==> src/rtl/pipe_hazard_ctrl.sv <==
// pipe_hazard_ctrl: load-use, multi-cycle and taken-branch hazard control for a 5-stage pipeline
module pipe_hazard_ctrl #(
   parameter logic [6:0] LOAD_OPCODE  = 7'b0000011,
   parameter int         FLUSH_CYCLES = 2,
   parameter int         CNT_WIDTH    = 16
) (
   input  logic                 clk,
   input  logic                 rst,
   input  logic                 id_valid_i,
   input  logic [4:0]           id_rs1_i,
   input  logic [4:0]           id_rs2_i,
   input  logic                 id_rs1_used_i,
   input  logic                 id_rs2_used_i,
   input  logic                 ex_valid_i,
   input  logic [6:0]           ex_opcode_i,
   input  logic [4:0]           ex_rd_i,
   input  logic                 ex_branch_taken_i,
   input  logic                 ex_busy_i,
   input  logic                 ex_done_i,
   output logic                 stall_o,
   output logic                 bubble_o,
   output logic                 hold_ex_o,
   output logic                 flush_o,
   output logic [1:0]           state_o,
   output logic [CNT_WIDTH-1:0] stall_cnt_o,
   output logic [CNT_WIDTH-1:0] flush_cnt_o
);
   localparam logic [1:0] RUN        = 2'd0;
   localparam logic [1:0] MULTI      = 2'd1;
   localparam logic [1:0] FLUSH      = 2'd2;
   localparam logic [3:0] FLUSH_LOAD = 4'(FLUSH_CYCLES - 1);
   logic [1:0]           r_state, w_next;
   logic [3:0]           r_fcnt, w_fcnt_next;
   logic [CNT_WIDTH-1:0] r_stall_cnt, r_flush_cnt;
   logic                 w_load_use, w_taken, w_stall, w_bubble, w_hold, w_flush;
   assign w_load_use = ex_valid_i && (ex_opcode_i == LOAD_OPCODE) && (ex_rd_i != 5'd0) && id_valid_i &&
                       ((id_rs1_used_i && (id_rs1_i == ex_rd_i)) || (id_rs2_used_i && (id_rs2_i == ex_rd_i)));
   assign w_taken    = ex_valid_i && ex_branch_taken_i;
   // next state and raw controls; flush beats busy beats load-use, and MULTI ignores branches until done
   always_comb begin
      w_stall     = 1'b0;
      w_bubble    = 1'b0;
      w_hold      = 1'b0;
      w_flush     = 1'b0;
      w_next      = r_state;
      w_fcnt_next = r_fcnt;
      if (r_state == FLUSH) begin
         w_flush     = 1'b1;
         w_bubble    = 1'b1;
         w_fcnt_next = (r_fcnt <= 4'd1) ? 4'd0 : r_fcnt - 4'd1;
         w_next      = (r_fcnt <= 4'd1) ? RUN : FLUSH;
      end else if (r_state == MULTI && !ex_done_i) begin
         w_stall = 1'b1;
         w_hold  = 1'b1;
      end else if ((r_state == MULTI) ? ex_branch_taken_i : w_taken) begin
         w_flush     = 1'b1;
         w_bubble    = 1'b1;
         w_next      = (FLUSH_CYCLES > 1) ? FLUSH : RUN;
         w_fcnt_next = (FLUSH_CYCLES > 1) ? FLUSH_LOAD : 4'd0;
      end else if (r_state == RUN && ex_valid_i && ex_busy_i) begin
         w_stall = 1'b1;
         w_hold  = 1'b1;
         w_next  = MULTI;
      end else begin
         w_next   = RUN;
         w_stall  = w_load_use;
         w_bubble = w_load_use;
      end
   end
   assign stall_o     = w_stall  && !rst;
   assign bubble_o    = w_bubble && !rst;
   assign hold_ex_o   = w_hold   && !rst;
   assign flush_o     = w_flush  && !rst;
   assign state_o     = r_state;
   assign stall_cnt_o = r_stall_cnt;
   assign flush_cnt_o = r_flush_cnt;
   // state, flush down-counter and saturating event counters
   always_ff @(posedge clk) begin
      if (rst) begin
         r_state     <= RUN;
         r_fcnt      <= 4'd0;
         r_stall_cnt <= '0;
         r_flush_cnt <= '0;
      end else begin
         r_state     <= w_next;
         r_fcnt      <= w_fcnt_next;
         r_stall_cnt <= (stall_o && r_stall_cnt != '1) ? r_stall_cnt + 1'b1 : r_stall_cnt;
         r_flush_cnt <= (flush_o && r_flush_cnt != '1) ? r_flush_cnt + 1'b1 : r_flush_cnt;
      end
   end
endmodule

==> config.mk <==
export PLATFORM = sky130hd
export DESIGN_NAME = pipe_hazard_ctrl
export DESIGN_NICKNAME = d
export VERILOG_FILES = /design/src/rtl/pipe_hazard_ctrl.sv
export SDC_FILE = /design/constraint.sdc
export NUM_CORES = 1
export LEC_CHECK = 0
export BUFFER_PORTS_ARGS = -buffer_cell sky130_fd_sc_hd__buf_2
export CORE_UTILIZATION = 45
export CTS_CLUSTER_DIAMETER = 30
export CTS_CLUSTER_SIZE = 40
export DETAILED_ROUTE_END_ITERATION = 8
export PLACE_DENSITY = 0.73
export SLEW_MARGIN = 20
export SYNTH_ARGS = -nofsm -noshare
export SYNTH_HDL_FRONTEND = slang
export SYNTH_SLANG_ARGS = --single-unit
==> constraint.sdc <==
create_clock -name clk -period 5.7 [get_ports clk]
set_input_delay 1.14 -clock clk [delete_from_list [all_inputs] [get_ports clk]]
set_output_delay 1.14 -clock clk [all_outputs]
set_load 0.05 [all_outputs]
==> insert_results.sql <==
INSERT INTO impl_metrics (metric_group, metric, value, unit) VALUES
('grt', 'grt_max_degree', '42', ''),
('synth', 'synth_area_leader_cell', 'sky130_fd_sc_hd__dfxtp_1', ''),
('power_and_ir_drop', 'ir_worst_vdd', '0.132', 'mV'),
('sta', 'final_hold_viol_count', '0', ''),
('placed_design', 'dpl.hpwl', '3.34', 'mm'),
('synth', 'synth.area.top_cells', 'sky130_fd_sc_hd__dfxtp_1, sky130_fd_sc_hd__xnor2_1, sky130_fd_sc_hd__nor2_1', ''),
('route', 'detail_route.first_pass.iterations', '4', ''),
('synth', 'ys_warn_count', '0', ''),
('critical_path', 'worst_ep_arrival_time', '2.50', 'ns'),
('sta', 'setup_total_neg_slack', '0', 'ns'),
('critical_path', 'timing.critical_path.fanout_max', '3', ''),
('clock_network', 'cts_repair_resize_count', '0', ''),
('floorplanning', 'die_h', '69.7', 'um'),
('route', 'dr.first_iter.drc_count', '70', ''),
('floorplanning', 'initial_core_util', '47.0', '%'),
('finish', 'postLayoutCoreUtil', '57.5', '%'),
('floorplanning', 'die_width', '69.7', 'um'),
('clock_network', 'tritoncts', 'done', ''),
('route', 'avgRoutedWirePerCell', '12.4', 'um'),
('finish', 'num_antenna_cells', '0', ''),
('critical_path', 'crit_required', '4.56', 'ns'),
('power_and_ir_drop', 'leak', '0.00108', 'uW'),
('placed_design', 'finalWeightedCongestion', '0.755', ''),
('clock_network', 'clock_sinks', '38', ''),
('status', 'status', 'complete, no violations', ''),
('clock_network', 'clock-root-buffer', 'sky130_fd_sc_hd__clkbuf_8', ''),
('synth', 'ys_seq_elements', '38', ''),
('route', 'route.detailed.drc', '0', ''),
('placed_design', 'total_of_buffers_placed_on_input_and_output_ports', '68', ''),
('clock_network', 'holdBufCountCts', '0', ''),
('finish', 'drive_gt1_share', '27.1', '%'),
('synth', 'synth_top_flop_cell', 'sky130_fd_sc_hd__dfxtp_1', ''),
('sta', 'final-max-slew-violation-count', '0', ''),
('critical_path', 'setup.reg_to_reg.worst_slack', '3.42', 'ns'),
('synth', 'mappedNetlistArea', '0.00206', 'mm2'),
('critical_path', 'critPathLaunchType', 'primary input', ''),
('floorplanning', 'site_rows', '24', ''),
('critical_path', 'timing.critical_path.to_type', 'primary output', ''),
('sta', 'timing.final.setup_violations', '0', ''),
('sta', 'rel_slew_slack', '38.7', '%'),
('sta', 'unrepaired_setup_endpoints_after_global_routing', 'no', ''),
('min_path', 'min-delay-start', 'stall_cnt_o[15]', ''),
('critical_path', 'reg2reg_from', 'flush_cnt_o[0]', ''),
('sta', 'timing.clock.skew', '0.00406', 'ns'),
('synth', 'yosysUniqueCellTypes', '47', ''),
('synth', 'synth_top_area_share', '36.9', '%'),
('grt', 'grt_use_total', '20.1', '%'),
('synth', 'synthCells', '250', ''),
('clock_network', 'cts_bufs_inserted', '5', ''),
('min_path', 'timing.hold.worst.class', 'reg2reg', ''),
('grt', 'gr-total-overflow', '0', ''),
('placed_design', 'post_dp_cell_area', '0.00243', 'mm2'),
('synth', 'syn-num-nets', '285', ''),
('route', 'detail_route.vias_per_cell', '5.42', ''),
('critical_path', 'worst_setup_sp', 'ex_opcode_i[2]', ''),
('critical_path', 'critical_path_start_end_classification', 'in2out', ''),
('placed_design', 'post_place_setup_slack', '2.04', 'ns'),
('sta', 'max_freq', '275', 'MHz'),
('synth', 'syn_avg_cell_area', '8.24', 'um2'),
('synth', 'ys_seq_area_share', '36.9', '%'),
('grt', 'grt_antenna_before_repair', '0', ''),
('power_and_ir_drop', 'pwr_dens', '215', 'mW/mm2'),
('route', 'route.final.wire_length', '4.61', 'mm'),
('grt', 'grt_first_pass_wirelength', '7.94', 'mm'),
('sta', 'finalCriticalPeriod', '3.64', 'ns'),
('route', 'final_antenna_net_count', '0', ''),
('floorplanning', 'floorplan.io_pins', '69', ''),
('clock_network', 'h-tree-depth', '2', ''),
('clock_network', 'path_clk_slew', '0.07', 'ns'),
('route', 'via_count', '2022', ''),
('floorplanning', 'die_area', '0.00485', 'mm2');
[critical path, stage by stage]
cell	delay [ns]
sky130_fd_sc_hd__buf_2	0.09
sky130_fd_sc_hd__nor4_1	0.26
sky130_fd_sc_hd__nand3_1	0.13
sky130_fd_sc_hd__nor4_2	0.27
sky130_fd_sc_hd__nand2_1	0.09
sky130_fd_sc_hd__a211oi_1	0.22
sky130_fd_sc_hd__buf_2	0.30
[cells in the mapped netlist (2+ instances only)]
cell and n:
sky130_fd_sc_hd__clkbuf_1 2, sky130_fd_sc_hd__ha_1 4, sky130_fd_sc_hd__a211oi_1 2, sky130_fd_sc_hd__nand4_1 9
sky130_fd_sc_hd__buf_6 2, sky130_fd_sc_hd__xnor2_1 15, sky130_fd_sc_hd__nand2_1 22, sky130_fd_sc_hd__and3_1 6
sky130_fd_sc_hd__nor4_1 2, sky130_fd_sc_hd__mux2i_1 2, sky130_fd_sc_hd__or4_1 7, sky130_fd_sc_hd__inv_1 9
sky130_fd_sc_hd__o31ai_1 5, sky130_fd_sc_hd__a21oi_1 18, sky130_fd_sc_hd__and2b_2 2, sky130_fd_sc_hd__or3_1 6
sky130_fd_sc_hd__o21ai_0 12, sky130_fd_sc_hd__nor3_1 7, sky130_fd_sc_hd__nor2_1 31, sky130_fd_sc_hd__a31oi_1 2
sky130_fd_sc_hd__dfxtp_1 38, sky130_fd_sc_hd__nand3_1 14, sky130_fd_sc_hd__xor2_1 9
[flip-flops by register name (all words and copies together), names as in the netlist]
| name | flops |
|---|---|
| stall_cnt_o | 16 |
| state_o | 2 |
| flush_cnt_o | 16 |
| r_fcnt | 4 |
[path summary, 6_finish.rpt]
check                    end  cells past startpoint
max                 bubble_o                      7
min          stall_cnt_o[15]                      2
max reg2reg  flush_cnt_o[14]                      7
min reg2reg  stall_cnt_o[15]                      2
[power by group]
part / switching (uW) / leakage [uW] / internal, uW
Clock: 89.5 / 0.0000482 / 97.5
Combinational: 50.0 / 0.000723 / 30.2
Sequential: 5.76 / 0.000307 / 270
[area by class of cell]
type,count,area [um2]
fill,413,1860
sequential,38,761
clock buffer,7,86.3
multi-input combinational,197,1220
clock inverter,1,5.00
inverter,9,33.8
timing repair buffer,69,348
tap,52,65.1
[cells by family after synthesis]
kind of cell	count (synthesis)	synth area share, %
mux	2	0.972
buf+inv	15	3.77
compound gates	49	15.5
flops	38	36.9
fa+ha+maj	4	2.43
xor+xnor	24	10.2
simple gates	118	30.2
[per-stage QoR]
step	instances	total power (uW)	hold slack, ns
after global routing	373	571	0.540
after detailed placement	365	362	0.492
after CTS	373	550	0.504
after global placement	365	361	0.479
after floorplan	250	336	0.471
final	373	543	0.502
[routing by layer]
| layer | GRT usage [%] | share of wire [%] | vias up |
|---|---|---|---|
| li1 | - | - | 1040 |
| met1 | 22.3 | 43 | 914 |
| met2 | 35.2 | 48 | 64 |
| met3 | 6.83 | 7.7 | 4 |
| met4 | 7.78 | 0.98 | 0 |
| met5 | 0 | 0 | - |
[cell usage in the layout, fill, tap and decap left out, types with 2 or more instances in the layout]
cell type / instances
sky130_fd_sc_hd__nor3_1: 7
sky130_fd_sc_hd__o31ai_1: 5
sky130_fd_sc_hd__clkbuf_8: 6
sky130_fd_sc_hd__a31oi_1: 2
sky130_fd_sc_hd__nor4_1: 2
sky130_fd_sc_hd__o21ai_0: 12
sky130_fd_sc_hd__or4_1: 7
sky130_fd_sc_hd__or3_1: 6
sky130_fd_sc_hd__nand3_1: 14
sky130_fd_sc_hd__nand2_1: 22
sky130_fd_sc_hd__inv_1: 9
sky130_fd_sc_hd__a21oi_1: 18
sky130_fd_sc_hd__and2b_2: 2
sky130_fd_sc_hd__and3_1: 6
sky130_fd_sc_hd__mux2i_1: 2
sky130_fd_sc_hd__buf_2: 68
sky130_fd_sc_hd__nand4_1: 9
sky130_fd_sc_hd__ha_1: 4
sky130_fd_sc_hd__dfxtp_1: 38
sky130_fd_sc_hd__a211oi_1: 2
sky130_fd_sc_hd__nor2_1: 31
sky130_fd_sc_hd__xnor2_1: 15
sky130_fd_sc_hd__xor2_1: 9
Power figures use the tool's default switching activity.
